## src/rtl/cpu_pkg.sv

```systemverilog
// Shared CPU definitions: ALU operand-select encodings, instruction field layout
// and memory-map defaults used by the decode stage.
package cpu_pkg;

    typedef enum logic [1:0] {
        ALU_SRC_RR  = 2'b00,
        ALU_SRC_RI  = 2'b01,
        ALU_SRC_SH  = 2'b10,
        ALU_SRC_SPR = 2'b11
    } alu_src_e;

    localparam int INSTR_W     = 32;
    localparam int RS_LSB      = 21;
    localparam int RT_LSB      = 16;
    localparam int RD_LSB      = 11;
    localparam int SHAMT_LSB   = 6;
    localparam int SNUM_LSB    = 0;
    localparam int IMM_LSB     = 0;
    localparam int REG_FIELD_W = 5;
    localparam int SHAMT_W     = 5;
    localparam int SNUM_W      = 6;
    localparam int IMM_W       = 16;

    localparam logic [31:0] SPRITE_BASE_DEFAULT = 32'h0000_0C00;

    typedef struct packed {
        logic [REG_FIELD_W-1:0] rs;
        logic [REG_FIELD_W-1:0] rt;
        logic [REG_FIELD_W-1:0] rd;
        logic [SHAMT_W-1:0]     shamt;
        logic [SNUM_W-1:0]      snum;
        logic [IMM_W-1:0]       imm;
    } instr_fields_t;

    // rd, shamt and snum overlap imm; each view is extracted independently.
    function automatic instr_fields_t decode_fields(input logic [INSTR_W-1:0] instr);
        instr_fields_t f;
        f.rs    = instr[RS_LSB    +: REG_FIELD_W];
        f.rt    = instr[RT_LSB    +: REG_FIELD_W];
        f.rd    = instr[RD_LSB    +: REG_FIELD_W];
        f.shamt = instr[SHAMT_LSB +: SHAMT_W];
        f.snum  = instr[SNUM_LSB  +: SNUM_W];
        f.imm   = instr[IMM_LSB   +: IMM_W];
        return f;
    endfunction

endpackage

```

## src/rtl/regfile_2r1w.sv

```systemverilog
// Two-read / one-write register file with combinational reads and write-through
// bypass, so a value being written back is visible to decode in the same cycle.
module regfile_2r1w #(
    parameter int  XLEN     = 32,
    parameter int  NREGS    = 32,
    parameter bit  ZERO_REG = 1'b1,
    localparam int RA       = $clog2(NREGS)
) (
    input  logic            clk,
    input  logic            rst,
    input  logic [RA-1:0]   ra1,
    output logic [XLEN-1:0] rd1,
    input  logic [RA-1:0]   ra2,
    output logic [XLEN-1:0] rd2,
    input  logic            we,
    input  logic [RA-1:0]   wa,
    input  logic [XLEN-1:0] wd
);

    logic [XLEN-1:0] regs [NREGS];
    logic            wr_en;

    assign wr_en = we && !(ZERO_REG && (wa == '0));

    // NOTE: the array is reset explicitly because software relies on every
    // register reading zero after reset; this forces flops rather than a RAM macro.
    always_ff @(posedge clk or negedge rst) begin
        if (!rst) begin
            for (int i = 0; i < NREGS; i++) begin
                regs[i] <= '0;
            end
        end else if (wr_en) begin
            regs[wa] <= wd;
        end
    end

    always_comb begin
        rd1 = regs[ra1];
        if (wr_en && (wa == ra1)) rd1 = wd;
        if (ZERO_REG && (ra1 == '0)) rd1 = '0;
    end

    always_comb begin
        rd2 = regs[ra2];
        if (wr_en && (wa == ra2)) rd2 = wd;
        if (ZERO_REG && (ra2 == '0)) rd2 = '0;
    end

endmodule

```

## src/rtl/id_stage_pipe.sv

```systemverilog
// Instruction-decode stage: register read, ALU operand selection, load-use
// hazard stall and the ID/EX pipeline register with valid/ready handshake.
module id_stage_pipe
    import cpu_pkg::*;
#(
    parameter int          XLEN        = 32,
    parameter int          NREGS       = 32,
    parameter bit          ZERO_REG    = 1'b1,
    parameter logic [31:0] SPRITE_BASE = SPRITE_BASE_DEFAULT,
    parameter int          STACK_STEP  = 1,
    parameter int          CNT_W       = 16,
    localparam int         RA          = $clog2(NREGS)
) (
    input  logic             clk,
    input  logic             rst,
    input  logic             if_valid,
    output logic             if_ready,
    input  logic [31:0]      if_instr,
    input  logic [XLEN-1:0]  if_pc,
    input  logic [1:0]       alu_src,
    input  logic             stack_op,
    input  logic             rs_used,
    input  logic             rt_used,
    input  logic             wb_we,
    input  logic [RA-1:0]    wb_addr,
    input  logic [XLEN-1:0]  wb_data,
    input  logic             ex_valid,
    input  logic             ex_is_load,
    input  logic [RA-1:0]    ex_rd,
    input  logic             ex_ready,
    input  logic             flush,
    output logic             id_valid,
    output logic [XLEN-1:0]  id_op1,
    output logic [XLEN-1:0]  id_op2,
    output logic [XLEN-1:0]  id_rt_data,
    output logic [RA-1:0]    id_rd,
    output logic [XLEN-1:0]  id_pc,
    output logic [CNT_W-1:0] stall_cnt
);

    instr_fields_t   fields;
    logic [RA-1:0]   rs_addr, rt_addr, rd_addr;
    logic [XLEN-1:0] rs_data, rt_data;
    logic [XLEN-1:0] op1_nxt, op2_nxt;
    logic            ex_rd_live, hazard, accept;

    assign fields  = decode_fields(if_instr);
    assign rs_addr = fields.rs[RA-1:0];
    assign rt_addr = fields.rt[RA-1:0];
    assign rd_addr = fields.rd[RA-1:0];

    regfile_2r1w #(
        .XLEN    (XLEN),
        .NREGS   (NREGS),
        .ZERO_REG(ZERO_REG)
    ) u_regfile (
        .clk(clk),
        .rst(rst),
        .ra1(rs_addr),
        .rd1(rs_data),
        .ra2(rt_addr),
        .rd2(rt_data),
        .we (wb_we),
        .wa (wb_addr),
        .wd (wb_data)
    );

    // A load targeting the hard-wired zero register can never produce a dependency.
    assign ex_rd_live = (ex_rd != '0) || !ZERO_REG;
    assign hazard     = ex_valid && ex_is_load && ex_rd_live &&
                        ((rs_used && (ex_rd == rs_addr)) || (rt_used && (ex_rd == rt_addr)));
    assign if_ready   = (!id_valid || ex_ready) && !hazard && !flush;
    assign accept     = if_valid && if_ready;

    // NOTE: every output of a combinational block gets a default first, so no
    // path through the case leaves it unassigned and infers a latch.
    always_comb begin
        op1_nxt = rs_data;
        op2_nxt = rt_data;
        unique case (alu_src_e'(alu_src))
            ALU_SRC_RR:  ;
            ALU_SRC_RI:  op2_nxt = XLEN'($signed(fields.imm));
            ALU_SRC_SH:  op2_nxt = stack_op ? XLEN'(STACK_STEP) : XLEN'(fields.shamt);
            ALU_SRC_SPR: begin
                op1_nxt = XLEN'(SPRITE_BASE);
                op2_nxt = XLEN'(fields.snum);
            end
        endcase
    end

    // NOTE: sequential state uses non-blocking assignments so every register
    // samples pre-edge values regardless of statement order.
    always_ff @(posedge clk or negedge rst) begin
        if (!rst) begin
            id_valid   <= 1'b0;
            id_op1     <= '0;
            id_op2     <= '0;
            id_rt_data <= '0;
            id_rd      <= '0;
            id_pc      <= '0;
        end else if (flush) begin
            id_valid <= 1'b0;
        end else if (accept) begin
            id_valid   <= 1'b1;
            id_op1     <= op1_nxt;
            id_op2     <= op2_nxt;
            id_rt_data <= rt_data;
            id_rd      <= rd_addr;
            id_pc      <= if_pc;
        end else if (ex_ready) begin
            id_valid <= 1'b0;
        end
    end

    always_ff @(posedge clk or negedge rst) begin
        if (!rst) begin
            stall_cnt <= '0;
        end else if (if_valid && hazard && !flush && (stall_cnt != '1)) begin
            stall_cnt <= stall_cnt + CNT_W'(1);
        end
    end

endmodule

```

## config.mk

```make
export PLATFORM = sky130hd
export DESIGN_NAME = id_stage_pipe
export DESIGN_NICKNAME = d
export VERILOG_FILES = /design/src/rtl/cpu_pkg.sv /design/src/rtl/regfile_2r1w.sv /design/src/rtl/id_stage_pipe.sv
export SDC_FILE = /design/constraint.sdc
export NUM_CORES = 2
export LEC_CHECK = 0
export ABC_CLOCK_PERIOD_IN_PS = 1900
export BUFFER_PORTS_ARGS = -buffer_cell sky130_fd_sc_hd__buf_2
export CAP_MARGIN = 20
export CELL_PAD_IN_SITES_DETAIL_PLACEMENT = 0
export CELL_PAD_IN_SITES_GLOBAL_PLACEMENT = 1
export CORE_ASPECT_RATIO = 0.5
export CORE_MARGIN = 5
export CORE_UTILIZATION = 47
export CTS_CLUSTER_DIAMETER = 80
export DETAILED_ROUTE_END_ITERATION = 10
export HOLD_SLACK_MARGIN = 0.03
export PLACE_DENSITY_LB_ADDON = 0.15
export SLEW_MARGIN = 20
export SYNTH_ARGS = -nofsm -noshare
export SYNTH_HDL_FRONTEND = slang
export SYNTH_HIERARCHICAL = 1
export SYNTH_SLANG_ARGS = --single-unit
```

## constraint.sdc

```tcl
create_clock -name clk -period 1.9 [get_ports clk]
set_input_delay 0.095 -clock clk [delete_from_list [all_inputs] [get_ports clk]]
set_output_delay 0.095 -clock clk [all_outputs]
set_load 0.02 [all_outputs]
```

==> summary.txt <==
Outcome
  – Status: finished with violations
  – Failing checks: setup timing

Layout
  – Fin nets: 5402
  – P&R area growth vs syn: 26.7%
  – Finished Cell Area: 0.0779 mm2
  – Fill cell count: 10000
  – Share of layout cells above drive strength 1: 0.586

Global routing
  – Gr usage total: 0.333
  – Initial antenna violation count: 12
  – First-pass GRT wire length: 337 mm
  – Vias in the first global route: 46634
  – Gr ovfl total: 0
  – Largest net degree at the start of global routing: 125

Die
  – Die W: 521 um
  – Die extent in y: 266 um
  – Core area: 0.129 mm2
  – Row cnt: 93
  – DIE AREA: 0.138 mm2
  – Starting density of the core: 0.475
  – Io pins: 270

Clock network
  – Clock Sinks: 1174
  – Clock H-tree levels: 3
  – CTS max path bufs: 3
  – Root Buffer: clkbuf_16
  – Worst skew pair latency: 0.73 ns
  – Cts bufs inserted: 108
  – Clock transition at path regs: 0.07 ns
  – TritonCTS clock tree: built

Job
  – Max Cap Viol: 0

Route
  – Post-Route WL: 233 mm
  – Avg WL per Cell: 32.7 um
  – DR iter-0 viols: 4522
  – Antenna Violating Nets Remaining: 0
  – DRC: 0
  – Routed vias/inst: 6.38
  – TritonRoute pass-1 iters: 5
  – Vias: 45448

Place
  – RePlAce Congestion: 0.897
  – Setup WS pre-CTS: -1.45 ns
  – Hpwl dp: 157 mm
  – Placed cell area: 0.0721 mm2
  – Number of I/O port buffers: 263

Worst setup path
  – WP data required: 2.50 ns
  – Worst setup path start: u_regfile/regs[292]
  – Reg2reg start: u_regfile/regs[292]
  – Crit path max fanout: 3
  – CP startpoint kind: flip-flop
  – Critical path type: flip-flop to flip-flop
  – Worst Setup End Kind: flip-flop
  – CP Data Arrival Time: 3.00 ns

STA
  – Peak Freq: 417 MHz
  – Fin. Hold Viols: 0
  – RSZ-0062 raised after global routing: true
  – Max Slew Vio Count: 0
  – Final setup skew: 0.0377 ns
  – Worst Tran Pin Value: 0.877 ns
  – Final min period: 2.40 ns
  – Worst Slack Setup Final: -0.499 ns
  – Final period utilization: 1.26
  – Setup TNS: -12.78 ns
  – Max-slew headroom: 0.413
  – Setup violators final: 85

Yosys
  – Ys async rst share: 1.00
  – Most common cell in the synthesized netlist: dfrtp_1
  – Synth area leaders: dfrtp_1 48%, mux2_2 20%, mux4_2 14%
  – Post-synth top area share: 0.478
  – Post-synth net total: 4472
  – Post-synth top cells: 1174 x dfrtp_1, 1084 x mux2_2, 375 x mux4_2
  – Post-Syn Area per Cell: 14.1 um2
  – Post-synth top flop: dfrtp_1
  – Netlist cell types: 57
  – Yosys warning count: 6
  – Flops & latches, synth: 1174
  – Mapped Area: 0.0614 mm2
  – Number of flops mapped to enable cells by yosys: 0
  – Area leader, netlist: dfrtp_1
  – Sequential area share after synthesis: 0.478
  – Post-Synthesis Cells: 4352

Hold path
  – Worst hold path class: input port to flip-flop
  – Hold path startpoint: wb_data[11]

Power and ir drop
  – Max VDD drop: 0.797 mV
  – Power per Cell Area: 978 mW/mm2
  – Leak: 35.3 nW
## registers in the layout (all words and copies together), names as in the netlist
register / flops
id_pc: 32
id_op2: 32
u_regfile/regs: 1024
stall_cnt: 16
id_rt_data: 32
id_valid: 1
id_op1: 32
id_rd: 5
## power breakdown
group | internal, mW | switching (mW)
combinational | 11.6 | 8.75
sequential | 29.7 | 3.29
clock | 12.7 | 10.2
total | 53.9 | 22.2
## placed cells by master, fill, tap and decap left out, drive strengths merged, types with 5 or more instances in the layout
cell type and count:
o21ai 94, nand2b 9, nand3b 6, xor2 7
dlygate4sd3 79, clkinv 13, nand3 16, nor4 17
a221o 39, nand4 11, mux4 393, bufinv 5
buf 1214, a32o 32, a211oi 50, dfrtp 1174
nor2 73, or2 5, xnor2 27, a21oi 76
nor2b 30, a221oi 22, mux2i 239, o221ai 32
clkbuf 175, nor3b 9, and3 5, mux2 1123
nor3 25, a22oi 46, o31ai 10, o22ai 85
nand2 195
## metal layers
layer / wire (um) / vias up / global-route usage
met4: 8070 / 6 / 0.102
li1: - / 18484 / -
met1: 99800 / 24250 / 0.479
met2: 100000 / 2234 / 0.489
met5: 194 / - / 0.00845
met3: 24900 / 474 / 0.0995
## metrics by stage
step / cells / utilization / power (mW) / hold slack, ns
6_report: 7129 / 0.602 / 76.2 / 0.0788
3_3_place_gp: 6798 / 0.557 / 51.4 / 0.0233
5_1_grt: 7127 / 0.602 / 79.1 / 0.0679
2_1_floorplan: 4352 / - / 43.6 / -0.201
4_1_cts: 7106 / 0.598 / 75.8 / 0.0329
3_5_place_dp: 6798 / 0.557 / 52.1 / 0.0250
## what timing repair did
action,in CTS,in global routing
buffers inserted,47,25
resized for setup,233,113
hold endpoints to repair,1654,0
endpoints found under the setup margin,92,110
hold buffers,79,0
pin swaps,103,76
## cell type report
cell class	count	area (um2)	area share
sequential	1174	29400	0.377
inverter	4	15.0	0.000193
tap	1757	2200	0.0282
timing repair buffer	1293	11700	0.150
clock buffer	175	3350	0.0430
antenna	3	7.51	0.0000964
clock inverter	22	285	0.00366
multi-input combinational	2701	31000	0.398
## worst max-delay path, stage by stage, from the launching register on
cell	delay (ns)
dfrtp_1	0.41
mux4_2	0.49
mux2i_2	0.21
a21oi_1	0.11
a221o_2	0.48
buf_4	0.19
buf_6	0.10
mux2_4	0.25
## logic make-up after synthesis
| family | after synthesis | share of synthesized area |
|---|---|---|
| mux | 1755 | 0.392 |
| xor+xnor | 34 | 0.00485 |
| fa+ha+maj | 1 | 0.000204 |
| buf+inv | 477 | 0.0368 |
| flops | 1174 | 0.478 |
| simple gates | 411 | 0.0309 |
| compound gates | 500 | 0.0567 |
## worst paths after layout
kind,endpoint,slack (ns),depth (start not counted)
max,id_rt_data[4],-0.50,7
min,u_regfile/regs[555],0.08,2
max reg2reg,id_rt_data[4],-0.50,7
min reg2reg,u_regfile/regs[997],0.40,0
max in group asynchronous,u_regfile/regs[872],0.68,3
min in group asynchronous,u_regfile/regs[93],0.12,3
Power figures use the tool's default switching activity.
